## config.mk

```make
export PLATFORM = sky130hd
export DESIGN_NAME = motion_tick_engine
export DESIGN_NICKNAME = d
export VERILOG_FILES = /design/src/rtl/motion_tick_engine.sv
export SDC_FILE = /design/constraint.sdc
export NUM_CORES = 1
export LEC_CHECK = 0
export CAP_MARGIN = 40
export CELL_PAD_IN_SITES_DETAIL_PLACEMENT = 0
export CELL_PAD_IN_SITES_GLOBAL_PLACEMENT = 1
export CORE_ASPECT_RATIO = 1.4
export CORE_MARGIN = 2
export CORE_UTILIZATION = 37
export CTS_CLUSTER_SIZE = 14
export DETAILED_ROUTE_END_ITERATION = 8
export HOLD_SLACK_MARGIN = 0.03
export PLACE_DENSITY = 0.85
export SLEW_MARGIN = 20
export SYNTH_ARGS = -nofsm -noshare
export SYNTH_HDL_FRONTEND = slang
export SYNTH_SLANG_ARGS = --single-unit
```

## constraint.sdc

```tcl
create_clock -name clk -period 2.4 [get_ports clk]
set_clock_uncertainty 0.15 [all_clocks]
set_input_delay 0.6 -clock clk [delete_from_list [all_inputs] [get_ports clk]]
set_output_delay 0.6 -clock clk [all_outputs]
set_load 0.01 [all_outputs]
```

## src/rtl/motion_tick_engine.sv

```systemverilog
// -----------------------------------------------------------------------------
// motion_tick_engine
//
// Multi-channel motion timing block. A shared, free-running prescaler divides
// clk down to a base tick (TICK_DIV = CLOCK_FREQUENCY / TICK_HZ cycles). Each
// of NUM_CH independent channels steps a position counter up or down once
// every `period` base ticks, from a start position until it reaches a limit.
// Downstream users: VGA draw control (step), game-over logic (done on the
// alien channel), shot collision logic (pos).
//
// Ports:
//   clk        in   1                 system clock
//   reset      in   1                 synchronous, active-high reset
//   start      in   NUM_CH            per-channel start pulse (wins over stop)
//   stop       in   NUM_CH            per-channel stop pulse (ignored when idle)
//   dir        in   NUM_CH            0 = increment, 1 = decrement; sampled at start
//   start_pos  in   NUM_CH*POS_W      initial position, channel c at [c*POS_W +: POS_W]
//   limit      in   NUM_CH*POS_W      terminal position; sampled at start
//   period     in   NUM_CH*PERIOD_W   base ticks per step; sampled at start; 0 acts as 1
//   pos        out  NUM_CH*POS_W      current position per channel
//   active     out  NUM_CH            channel running
//   step       out  NUM_CH            1-cycle pulse, pos just changed
//   done       out  NUM_CH            1-cycle pulse, channel reached its limit
//   base_tick  out  1                 1-cycle prescaler pulse
// -----------------------------------------------------------------------------
module motion_tick_engine #(
  parameter int CLOCK_FREQUENCY = 50000000,
  parameter int TICK_HZ         = 60,
  parameter int NUM_CH          = 4,
  parameter int POS_W           = 7,
  parameter int PERIOD_W        = 8
) (
  input  logic                         clk,
  input  logic                         reset,
  input  logic [NUM_CH-1:0]            start,
  input  logic [NUM_CH-1:0]            stop,
  input  logic [NUM_CH-1:0]            dir,
  input  logic [NUM_CH*POS_W-1:0]      start_pos,
  input  logic [NUM_CH*POS_W-1:0]      limit,
  input  logic [NUM_CH*PERIOD_W-1:0]   period,
  output logic [NUM_CH*POS_W-1:0]      pos,
  output logic [NUM_CH-1:0]            active,
  output logic [NUM_CH-1:0]            step,
  output logic [NUM_CH-1:0]            done,
  output logic                         base_tick
);

  localparam int TICK_DIV = CLOCK_FREQUENCY / TICK_HZ;
  localparam int CNT_W    = (TICK_DIV > 1) ? $clog2(TICK_DIV) : 1;
  localparam logic [CNT_W-1:0] CNT_LAST = CNT_W'(TICK_DIV - 1);

  typedef enum logic {
    ST_IDLE = 1'b0,
    ST_RUN  = 1'b1
  } ch_state_t;

  // ---------------------------------------------------------------------------
  // Prescaler: counts 0..TICK_DIV-1 and wraps. base_tick is registered, so it
  // is high in the cycle after the counter sits at its last value.
  // ---------------------------------------------------------------------------
  logic [CNT_W-1:0] presc_cnt_reg;
  logic             base_tick_reg;
  logic             presc_wrap;

  assign presc_wrap = (presc_cnt_reg == CNT_LAST);

  always_ff @(posedge clk) begin
    if (reset) begin
      presc_cnt_reg <= '0;
      base_tick_reg <= 1'b0;
    end else begin
      base_tick_reg <= presc_wrap;
      presc_cnt_reg <= presc_wrap ? '0 : presc_cnt_reg + CNT_W'(1);
    end
  end

  assign base_tick = base_tick_reg;

  // ---------------------------------------------------------------------------
  // Motion channels
  // ---------------------------------------------------------------------------
  generate
    for (genvar gi = 0; gi < NUM_CH; gi++) begin : g_ch
      ch_state_t           state_reg;
      logic                dir_reg;
      logic [POS_W-1:0]    pos_reg;
      logic [POS_W-1:0]    limit_reg;
      logic [PERIOD_W-1:0] reload_reg;     // effective period minus one
      logic [PERIOD_W-1:0] countdown_reg;
      logic                step_reg;
      logic                done_reg;

      logic [POS_W-1:0]    start_pos_in;
      logic [POS_W-1:0]    limit_in;
      logic [PERIOD_W-1:0] period_in;
      logic [PERIOD_W-1:0] reload_in;
      logic [POS_W-1:0]    pos_next;
      logic                step_due;

      assign start_pos_in = start_pos[gi*POS_W +: POS_W];
      assign limit_in     = limit[gi*POS_W +: POS_W];
      assign period_in    = period[gi*PERIOD_W +: PERIOD_W];

      // A period of 0 behaves like 1, and both reload the countdown with 0.
      assign reload_in = (period_in == '0) ? '0 : period_in - PERIOD_W'(1);

      // Modular step: natural wrap of the POS_W-bit adder gives 0-1 -> all ones.
      assign pos_next = dir_reg ? (pos_reg - POS_W'(1)) : (pos_reg + POS_W'(1));

      // The base tick that expires the countdown moves the channel.
      assign step_due = base_tick_reg && (countdown_reg == '0);

      always_ff @(posedge clk) begin
        if (reset) begin
          state_reg     <= ST_IDLE;
          dir_reg       <= 1'b0;
          pos_reg       <= '0;
          limit_reg     <= '0;
          reload_reg    <= '0;
          countdown_reg <= '0;
          step_reg      <= 1'b0;
          done_reg      <= 1'b0;
        end else begin
          // Pulses default low; each event below raises them for one cycle.
          step_reg <= 1'b0;
          done_reg <= 1'b0;

          if (start[gi]) begin
            // Start has top priority and also cleanly restarts a running
            // channel; the aborted run never reports done.
            dir_reg       <= dir[gi];
            limit_reg     <= limit_in;
            reload_reg    <= reload_in;
            countdown_reg <= reload_in;
            pos_reg       <= start_pos_in;
            if (start_pos_in == limit_in) begin
              state_reg <= ST_IDLE;
              done_reg  <= 1'b1;
            end else begin
              state_reg <= ST_RUN;
            end
          end else begin
            case (state_reg)
              ST_RUN: begin
                if (stop[gi]) begin
                  // Stop also beats a coincident step: position holds.
                  state_reg <= ST_IDLE;
                end else if (base_tick_reg) begin
                  if (step_due) begin
                    pos_reg       <= pos_next;
                    countdown_reg <= reload_reg;
                    step_reg      <= 1'b1;
                    if (pos_next == limit_reg) begin
                      done_reg  <= 1'b1;
                      state_reg <= ST_IDLE;
                    end
                  end else begin
                    countdown_reg <= countdown_reg - PERIOD_W'(1);
                  end
                end
              end
              default: begin
                // Idle: base ticks and stop are ignored.
                state_reg <= ST_IDLE;
              end
            endcase
          end
        end
      end

      assign pos[gi*POS_W +: POS_W] = pos_reg;
      assign active[gi]             = (state_reg == ST_RUN);
      assign step[gi]               = step_reg;
      assign done[gi]               = done_reg;
    end
  endgenerate

endmodule

```

# --- Yosys cells after proc, flatten, opt, wreduce, memory -nomap -nowiden ---
# Cells that the tools add are included.
word_totals:
  reg_bits: 157
  input_bits: 102
  word_cells: 214
classes:
  n_eq_ne: 13
  addsub: 17
  muxes: 108
  reduce_logical: 37
  bitwise_logic: 5
ops:
  columns: ["operator", "n"]
  rows:
  - ["$mux 8", 24]
  - ["$mux 7", 24]
  - ["$logic_not 8->1", 8]
  - ["$sub 8x1->8 const B", 8]
  - ["$mux 1", 60]
  - ["$eq 7x7->1", 8]
  - ["$add 7x1->7 const B", 4]
  - ["$sub 7x1->7 const B", 4]
  - ["$reduce_bool 2->1", 12]
  - ["$add 20x1->20 const B", 1]
  - ["$eq 20x20->1 const B", 1]
  - ["$reduce_or 5->1", 4]
  - ["$reduce_and 4->1", 4]
  - ["$reduce_and 3->1", 4]
  - ["$ne 2x2->1 const B", 4]
  - ["$not 1->1", 5]
  - ["$logic_and 1x1->1", 4]
  - ["$reduce_or 2->1", 1]

# --- Longest topological paths before layout ---
# Gate-level depths: netlist (run 1).
logic_depth:
  ltp_word: 9
  ltp_mapped: 9
  mapped_depth_nobuf: 8

# --- Worst setup path after synthesis (run 1) ---
# No wires, ideal clock.
synth_path:
  kind: "reg2reg"
  startpoint: "register g_ch[3].dir_reg"
  endpoint: "register g_ch[3].state_reg"
  arrival_time_ns: 2.193
  path_buffers: 1
  path_stages_with_launch: 8
  required_time_ns: 2.130
  path_slack_ns: -0.063
  setup_time_ns: 0.120
  cell_sequence: "dfxtp_1 > ha_1 > clkbuf_1 > mux2_2 > o21ai_0 > nand4_1 > or4_1 > o31a_1"
synth_between:
  elab_chain_cells: 8
synth_lines:
  columns: ["element", "line_no", "rtl"]
  rows:
  - ["from (decl)", "85", "logic dir_reg;"]
  - ["from (signal assigned)", "131", "dir_reg <= dir[gi];"]
  - ["$mux 7", "108", "assign pos_next = dir_reg ? (pos_reg - POS_W'(1)) : (pos_reg + POS_W'(1));"]
  - ["$eq 7x7->1", "153", "if (pos_next == limit_reg) begin"]
  - ["$mux 1", "153", null]
  - ["$mux 1", "149", "if (step_due) begin"]
  - ["$mux 1", "148", "end else if (base_tick_reg) begin"]
  - ["$mux 1", "145", "if (stop[gi]) begin"]
  - ["$mux 1", "143", "case (state_reg)"]
  - ["$mux 1", "128", "if (start[gi]) begin"]
  - ["to (signal assigned)", "137", "state_reg <= ST_IDLE;"]
  - ["to (signal assigned)", "147", "state_reg <= ST_IDLE;"]
  - ["to (signal assigned)", "155", "state_reg <= ST_IDLE;"]
  - ["to (decl)", "84", "ch_state_t state_reg;"]
# No other way between the ends.
# A chain may end at the register's enable or synchronous reset.

# --- Worst setup path after layout (run 1) ---
layout_path:
  startpoint: "register g_ch[0].dir_reg"
  endpoint: "register g_ch[0].state_reg"
layout_between:
  elab_chain_cells: 8
layout_lines:
  columns: ["element", "line_no"]
  rows:
  - ["from (decl)", "85"]
  - ["from (signal assigned)", "131"]
  - ["$mux 7", "108"]
  - ["$eq 7x7->1", "153"]
  - ["$mux 1", "153"]
  - ["$mux 1", "149"]
  - ["$mux 1", "148"]
  - ["$mux 1", "145"]
  - ["$mux 1", "143"]
  - ["$mux 1", "128"]
  - ["to (signal assigned)", "137"]
  - ["to (signal assigned)", "147"]
  - ["to (signal assigned)", "155"]
  - ["to (decl)", "84"]
# No other way between the ends.

==> results of run 1 <==
## where the power goes
group / switching, mW / internal, mW / total (mW)
clock network: 1.14 / 1.80 / 2.94
registers: 0.128 / 2.75 / 2.88
logic: 0.785 / 0.919 / 1.70
total: 2.05 / 5.48 / 7.53
## per-stage QoR
step | TNS (ps) | hold slack, ps | cells | instance area [sq um] | setup slack (ps)
final | 0 | 299.4 | 1706 | 13070 | 7.908
after global routing | -531.1 | 303.0 | 1706 | 13070 | -133.1
after CTS | 0 | 287.7 | 1702 | 12810 | 1.209
after detailed placement | -12360 | 310.8 | 1668 | 12010 | -478.3
after global placement | -10340 | 300.8 | 1668 | 12010 | -437.4
after floorplan | 0 | 287.4 | 1104 | 9205 | 8.361
## cells in the mapped netlist (all sizes together) (7+ instances only)
| cell | number | area share (%) |
|---|---|---|
| o221a | 8 | 0.98 |
| o31ai | 8 | 0.65 |
| mux2i | 44 | 4.8 |
| dfxtp | 157 | 34 |
| or3 | 11 | 0.75 |
| nor3 | 30 | 1.7 |
| xnor2 | 71 | 6.8 |
| nand4 | 14 | 0.95 |
| nor2 | 166 | 6.8 |
| o211ai | 13 | 1.1 |
| inv | 35 | 1.4 |
| xor2 | 61 | 5.8 |
| and3 | 11 | 0.75 |
| clkbuf | 37 | 1.5 |
| or4 | 10 | 0.88 |
| a211oi | 24 | 2.0 |
| a311oi | 9 | 0.86 |
| nand3 | 17 | 0.93 |
| ha | 30 | 4.1 |
| nor2b | 7 | 0.48 |
| a21oi | 79 | 4.3 |
| o21ai | 40 | 2.2 |
| buf | 21 | 1.4 |
| nand2b | 14 | 0.95 |
| nand2 | 87 | 3.6 |
## worst paths after layout
check	startpoint	endpoint	slack, ps	depth (start not counted)
setup / recovery	g_ch[0].dir_reg$_SDFFE_PP0P_	g_ch[0].state_reg$_SDFF_PP0_	8	9
hold / removal	reset	g_ch[0].pos_reg[0]$_SDFFE_PP0P_	300	2
setup reg to reg	g_ch[0].dir_reg$_SDFFE_PP0P_	g_ch[0].state_reg$_SDFF_PP0_	8	9
hold reg to reg	g_ch[0].reload_reg[4]$_SDFFE_PP0P_	g_ch[0].reload_reg[4]$_SDFFE_PP0P_	320	2
## cell families (layout without fill, tap and decap cells)
kind of cell,Yosys count,in the layout,share of synthesized area (%)
and+or+nand+nor,402,402,21.05
buffers and inverters,95,382,4.450
adders and majority gates,34,34,4.954
DFF,157,157,34.19
xor gates and xnor gates,136,136,13.55
AOI/OAI and AO/OA,234,234,16.77
muxes,46,46,5.035
## per-layer routing
metal,global-route usage [%],up-vias
met5,0,-
met4,6.423,0
met3,3.030,40
met2,36.32,175
met1,22.38,4086
li1,-,4440
## cell type report
cell class,instances,area (sq um)
multi-input combinational,852,5996
clock inverter,13,188.9
clock buffer,19,452.9
fill,2328,11440
sequential,157,3162
inverter,37,138.9
timing repair buffer,313,2735
tap,315,394.1
## timing repair
action | CTS | global route
pin swaps | 9 | 26
buffers inserted | 2 | 4
setup endpoints to repair | 9 | 20
resized for setup | 25 | 55
==> results.cfg, run 1 <==
[run_status]
outcome = completed

[routing]
top_signal_layer_used = met4
detailedRoute.firstIterationViolations = 431
drt-pass1-iter-count = 4
final_antenna_violating_net_count = 0
wl_met3_um = 900
routed_via_density = 5.124
wl_um = 25260
vias = 8741
routed_metal_1_wirelength_um = 10550
drc = 0
wl_met2_um = 13360
wire_per_inst_um = 14.81

[global_routing]
grt_remaining_overflow = 0
grt_antenna_before_repair = 0
grt_first_pass_wirelength_um = 41230
first_global_vias = 8945
combined_global_route_utilization_of_all_metal_layers_pct = 19.53
grt_max_degree = 48

[floorplanning]
row_count = 68
die_w_um = 137.2
die-area_sq_mm = 0.02614
initial_core_util_pct = 37.52
io-pin-count = 143
die_y_um = 190.5
core_area_sq_mm = 0.02450

[pwr]
p_per_area_mw_per_mm2 = 576.0
total_power_mw = 7.527
p_leak_nw = 5.424
irDropWorstVdd_uv = 495.0

[synth]
yosys_warnings = 0
synth_nets = 1240
post_synth_instance_area_sq_mm = 0.009194
synth-seq-cells = 157
post_synth_inst_count = 1104
synth_top_flop_cell = sky130_fd_sc_hd__dfxtp_1
synth_enable_flop_cells = 0
ys_async_sr_fraction_pct = 0
post_synth.cell_area_avg_sq_um = 8.328
synth.yosys.seq_area_share_pct = 34.19
yosysUniqueCellTypes = 73

[setup_path]
crit_path_end_kind = flip-flop
critPathMaxFanout = 5
crit_type = reg2reg
worstSetupStartpointType = flip-flop
timing.critical_path.slowest_cell_delay_ps = 410
critical_path.cell_chain = ha_4 > a21oi_4 > buf_4 > buf_4 > or3_1 > nand3_2 > xnor2_2 > a2111oi_4 > nor4_1
path_common_cell = sky130_fd_sc_hd__buf_4
worst-endpoint-required_ps = 2540
critical_path.top_delay_family = simple AND/OR/NAND/NOR gates
crit_path_top_delay_cell = sky130_fd_sc_hd__or3_1
path_buf_inv = 2
crit_arrival_ps = 2530

[place]
placement.io_buffers = 142
dp_hpwl_um = 18750
finalWeightedCongestion = 0.8479

[cells_and_area]
area_growth_syn_to_layout_pct = 42.13
n_antenna_cell = 0
layout.nets = 1514
leading_cell_type_in_the_layout_fill_and_taps_excluded = sky130_fd_sc_hd__buf_4
final_layout_size_suffix_gt1_share_pct = 20.63
final_cell_mix = sky130_fd_sc_hd__buf_4, sky130_fd_sc_hd__nor2_1, sky130_fd_sc_hd__dfxtp_1
finalCoreUtilization_pct = 53.33

[cts]
clk_root_buffer_cell = sky130_fd_sc_hd__clkbuf_16
clock_path_buffers = 2
cts_inserted_buffers = 17
cts-htree-levels = 4
cts_num_sinks = 157
cts_hold_buf = 0
clock_tree_from_tritoncts = yes
worst_setup_hold_path_clk_slew_ps = 70
worstSkewPairLatency_ps = 430

[timing]
worstMarginPinSlew_ps = 542.0
finalSetupViolations = 0
timing_max_transition_violations_final = 0
hold_viol_final = 0
post-route-min-period_ps = 2392
worst_slew_margin_rel_pct = 63.86
achievable-frequency_mhz = 418.0
grt_setup_unrepaired = true
final.period_utilization_pct = 99.67

[flow_run]
max_cap_violations = 0

[worst_hold_path]
worstHoldPathType = in2reg
Power figures use the tool's default switching activity.
==> run 2, diff against run 1 <==
- CORE_UTILIZATION: 37 -> 41
- PLACE_DENSITY: 0.85 -> 0.89
- clock period: 2.4 -> 2.7 ns (I/O delays scaled with it)
==> results.cfg, run 2 (synthesized netlist as in run 1, its figures left out) <==
[timing]
final.period_utilization_pct = 95.82
final.setup.tns_ps = 0
worstMarginPinSlew_ps = 615.8
finalSetupViolations = 0
timing.final.ws_setup_ps = 112.8
achievable-frequency_mhz = 386.5
timing_max_transition_violations_final = 0
worst_slew_margin_rel_pct = 58.85
post-route-min-period_ps = 2587
hold_viol_final = 0

[cts]
worst_setup_hold_path_clk_slew_ps = 60
clock_path_buffers = 2
cts_inserted_buffers = 17
cts-htree-levels = 4
clk_root_buffer_cell = sky130_fd_sc_hd__clkbuf_16
worstSkewPairLatency_ps = 420
cts_hold_buf = 0
clock_tree_from_tritoncts = yes
cts_num_sinks = 157

[routing]
final_antenna_violating_net_count = 0
wl_um = 23810
routed_via_density = 5.312
drc = 0
wire_per_inst_um = 14.93
vias = 8473
drt-pass1-iter-count = 5
detailedRoute.firstIterationViolations = 442

[flow_run]
max_cap_violations = 0

[setup_path]
crit_type = in2reg
critical_path.top_delay_family = simple AND/OR/NAND/NOR gates
critPathMaxFanout = 6
path_buf_inv = 2
worstSetupStartpointType = input port
timing.critical_path.slowest_cell_delay_ps = 480
critical_path.cell_chain = clkdlybuf4s50_1 > inv_1 > ha_1 > or3b_2 > o31a_1 > nor2b_1 > nor3_1 > a211oi_1
worst-endpoint-required_ps = 2820
crit_path_top_delay_cell = sky130_fd_sc_hd__or3b_2
crit_arrival_ps = 2710
reg2reg_slack_ps = 120
crit_path_end_kind = flip-flop

[pwr]
sw_power_mw = 1.711
p_per_area_mw_per_mm2 = 522.5
p_leak_nw = 4.898
pwr-share-comb_pct = 20.4
total_power_mw = 6.258
pwr-share-clk_pct = 38.5
irDropWorstVdd_uv = 410.5
cellInternalPower_mw = 4.547
p_sw_share_pct = 27.34
sequentialPowerShare_pct = 41.1

[cells_and_area]
area_growth_syn_to_layout_pct = 30.28
final.fill_count = 2098
multi_input_comb_area_sq_mm = 0.005688
final_cell_mix = sky130_fd_sc_hd__nor2_1, sky130_fd_sc_hd__dfxtp_1, sky130_fd_sc_hd__clkdlybuf4s50_1
leading_cell_type_in_the_layout_fill_and_taps_excluded = sky130_fd_sc_hd__nor2_1
final_layout_size_suffix_gt1_share_pct = 11.02
area.sequential_sq_mm = 0.003146
layout.nets = 1423
finalCoreUtilization_pct = 54.59
n_antenna_cell = 0

[place]
post-place-ws_ps = -306.5
dp_hpwl_um = 17520
placement.io_buffers = 142
finalWeightedCongestion = 0.8627

[global_routing]
grt_remaining_overflow = 0
grt_first_pass_wirelength_um = 39100
grt_antenna_before_repair = 0
first_global_vias = 8340
combined_global_route_utilization_of_all_metal_layers_pct = 20.34
grt_max_degree = 55

[floorplanning]
core_area_sq_mm = 0.02194
die-area_sq_mm = 0.02365
row_count = 64
die_y_um = 181.2
die_w_um = 130.6
initial_core_util_pct = 41.90
io-pin-count = 143

[worst_hold_path]
worstHoldPathType = reg2reg

[run_status]
outcome = completed
## run 2: changes by cell type in the layout (fill, tap and decap cells not counted), sizes merged
cell and change:
buf -91, clkinv +1, inv -1, clkinvlp +1
bufinv -1, clkbuf -2
## run 2: stage by stage
step	cell area, sq um	hold WS (ps)	std cells
after floorplan	9194	287.4	1104
after global placement	11340	301.8	1564
after detailed placement	11340	308.4	1564
after CTS	11930	318.1	1594
after global routing	11980	331.2	1595
final	11980	317.6	1595
## run 2: area by class of cell
type	count	area share (%)
Clock buffer	17	3.552
Inverter	37	1.160
Tap cell	297	3.102
Timing Repair Buffer	222	17.17
Sequential cell	157	26.26
Clock inverter	13	1.264
Multi-Input combinational cell	852	47.49
## run 2: repair_timing
| item | 4_1_cts | 5_1_grt |
|---|---|---|
| pin swaps | 0 | 1 |
| setup endpoints to repair | 2 | 4 |
| gates cloned | 0 | 0 |
| resized for setup | 4 | 8 |
| setup buffers | 0 | 1 |
## run 2: worst min-delay path, stage by stage, from the launching register on
cell	delay, ps
sky130_fd_sc_hd__dfxtp_1	310
sky130_fd_sc_hd__nand2_1	60
sky130_fd_sc_hd__a21oi_1	50
## run 2: path summary, 6_finish.rpt
| check | end | cells after the start | startpoint |
|---|---|---|---|
| setup reg to reg | g_ch[0].done_reg$_SDFF_PP0_ | 9 | g_ch[0].dir_reg$_SDFFE_PP0P_ |
| hold reg to reg | g_ch[2].reload_reg[5]$_SDFFE_PP0P_ | 2 | g_ch[2].reload_reg[5]$_SDFFE_PP0P_ |
| hold / removal | g_ch[2].reload_reg[5]$_SDFFE_PP0P_ | 2 | g_ch[2].reload_reg[5]$_SDFFE_PP0P_ |
| setup / recovery | g_ch[0].countdown_reg[1]$_SDFFE_PP0P_ | 8 | period[0] |
## run 2: routing by layer
layer	up-vias	GRT usage, %	routed length (um)
met2	166	36.23	12300
met3	32	3.998	782
met4	0	6.596	451
met5	-	0	0
met1	4012	24.11	10270
li1	4263	-	-
## run 2: power by group through the flow
stage	Sequential, mW	Clock, mW	Combinational, mW
global placement	2.62	0	1.25
finish	2.57	2.41	1.28
detailed placement	2.62	0	1.26
floorplan	2.61	0	0.769
CTS	2.57	2.48	1.27
global route	2.59	2.57	1.41
==> run 3, diff against run 2 <==
- CORE_UTILIZATION: 41 -> 28
- PLACE_DENSITY: 0.89 -> 0.67
==> results.cfg, run 3 (synthesized netlist as in run 1, its figures left out) <==
[run_status]
outcome = completed

[cts]
postCtsSetupBuffers = 0
clk_root_buffer_cell = sky130_fd_sc_hd__clkbuf_16
clock_tree_from_tritoncts = yes
clock_path_buffers = 2
worst_setup_hold_path_clk_slew_ps = 70
cts_inserted_buffers = 17
cts-htree-levels = 4
cts_hold_buf = 0
cts_num_sinks = 157
worstSkewPairLatency_ps = 440

[routing]
detailedRoute.firstIterationViolations = 316
routed_via_density = 4.840
drt-pass1-iter-count = 4
wl_um = 25890
final_antenna_violating_net_count = 0
drc = 0
vias = 8402
wire_per_inst_um = 14.91

[setup_path]
crit_type = reg2reg
critPathMaxFanout = 3
crit_path_top_delay_cell = sky130_fd_sc_hd__or4b_1
timing.critical_path.slowest_cell_delay_ps = 510
critical_path.top_delay_family = simple AND/OR/NAND/NOR gates
path_buf_inv = 1
crit_arrival_ps = 2730
worstSetupStartpointType = flip-flop
crit_path_end_kind = flip-flop
critical_path.cell_chain = inv_1 > ha_1 > or4b_1 > or2_1 > nor4_1 > nand3_1 > o31ai_1 > a21oi_1
worst-endpoint-required_ps = 2850

[floorplanning]
core_area_sq_mm = 0.03240
die_y_um = 218.4
die-area_sq_mm = 0.03432
row_count = 78
io-pin-count = 143
die_w_um = 157.1
initial_core_util_pct = 28.38

[place]
dp_hpwl_um = 19410
finalWeightedCongestion = 0.8169
dp_cells = 1704
placement.io_buffers = 142
post-place-ws_ps = -293.7

[global_routing]
grt_remaining_overflow = 0
first_global_vias = 8529
grt_max_degree = 58
combined_global_route_utilization_of_all_metal_layers_pct = 15.52
grt_first_pass_wirelength_um = 42440
grt_antenna_before_repair = 0

[timing]
hold_viol_final = 0
final.period_utilization_pct = 95.62
grt_setup_unrepaired = false
worstMarginPinSlew_ps = 680.8
timing_max_transition_violations_final = 0
finalSetupViolations = 0
post-route-min-period_ps = 2582
achievable-frequency_mhz = 387.3
final.setup.tns_ps = 0
worst_slew_margin_rel_pct = 54.61
timing.final.ws_setup_ps = 118.2

[cells_and_area]
final_layout_size_suffix_gt1_share_pct = 10.57
final_cell_mix = sky130_fd_sc_hd__nor2_1, sky130_fd_sc_hd__dfxtp_1, sky130_fd_sc_hd__clkdlybuf4s50_1
layout.nets = 1419
n_antenna_cell = 0
instances_no_fill = 1736
area_growth_syn_to_layout_pct = 31.79
leading_cell_type_in_the_layout_fill_and_taps_excluded = sky130_fd_sc_hd__nor2_1

[pwr]
p_leak_nw = 4.891
irDropWorstVdd_uv = 312.1
p_per_area_mw_per_mm2 = 529.7

[flow_run]
max_cap_violations = 0

[worst_hold_path]
worstHoldPathType = reg2reg
-- run 3: layer usage --
layer  part of all wire, %  routed length, um  global-route usage [%]  up-vias
met4                   2.7                705                   6.758        0
met2                    52              13480                   28.86      148
met3                   2.9                744                   2.360       39
met1                    42              10960                   17.30     3977
met5                     0                  0                       0        -
li1                      -                  -                       -     4238
-- run 3: area by class of cell --
type / count / area, sq um
multi-input combinational: 852 / 5663
clock inverter: 13 / 165.2
clock buffer: 19 / 452.9
sequential: 157 / 3144
fill: 3470 / 20280
timing repair buffer: 218 / 2002
tap: 440 / 550.5
inverter: 37 / 138.9
-- run 3: per-stage QoR --
stage	utilization, %	hold slack (ps)	power [mW]	cell area, sq um
final	37.40	318.4	6.418	12120
after detailed placement	35.42	309.7	3.909	11480
after global routing	37.40	333.7	6.745	12120
after floorplan	-	287.4	3.377	9194
after global placement	35.42	302.7	3.902	11480
after CTS	37.35	319.7	6.514	12100
-- run 3: report_power, final --
part	internal [mW]	switching (mW)	total, mW
logic	0.658	0.620	1.28
clock network	1.51	1.06	2.57
registers	2.45	0.123	2.57
-- run 3: final timing paths --
check | startpoint | endpoint | slack (ps) | cells after the start
max | g_ch[1].countdown_reg[1]$_SDFFE_PP0P_ | g_ch[1].state_reg$_SDFF_PP0_ | 120 | 8
min | g_ch[0].reload_reg[4]$_SDFFE_PP0P_ | g_ch[0].reload_reg[4]$_SDFFE_PP0P_ | 320 | 2
max reg2reg | g_ch[1].countdown_reg[1]$_SDFFE_PP0P_ | g_ch[1].state_reg$_SDFF_PP0_ | 120 | 8
min reg2reg | g_ch[0].reload_reg[4]$_SDFFE_PP0P_ | g_ch[0].reload_reg[4]$_SDFFE_PP0P_ | 320 | 2
-- run 3: tightest hold or removal path, stage by stage (launching register included) --
cell                      delay [ps]
sky130_fd_sc_hd__dfxtp_1         310
sky130_fd_sc_hd__nand2_1          60
sky130_fd_sc_hd__a21oi_1          60
-- run 3: what timing repair did --
action	4_1_cts	5_1_grt
resized for setup	1	5
endpoints found under the setup margin	1	6
pin swaps	0	1
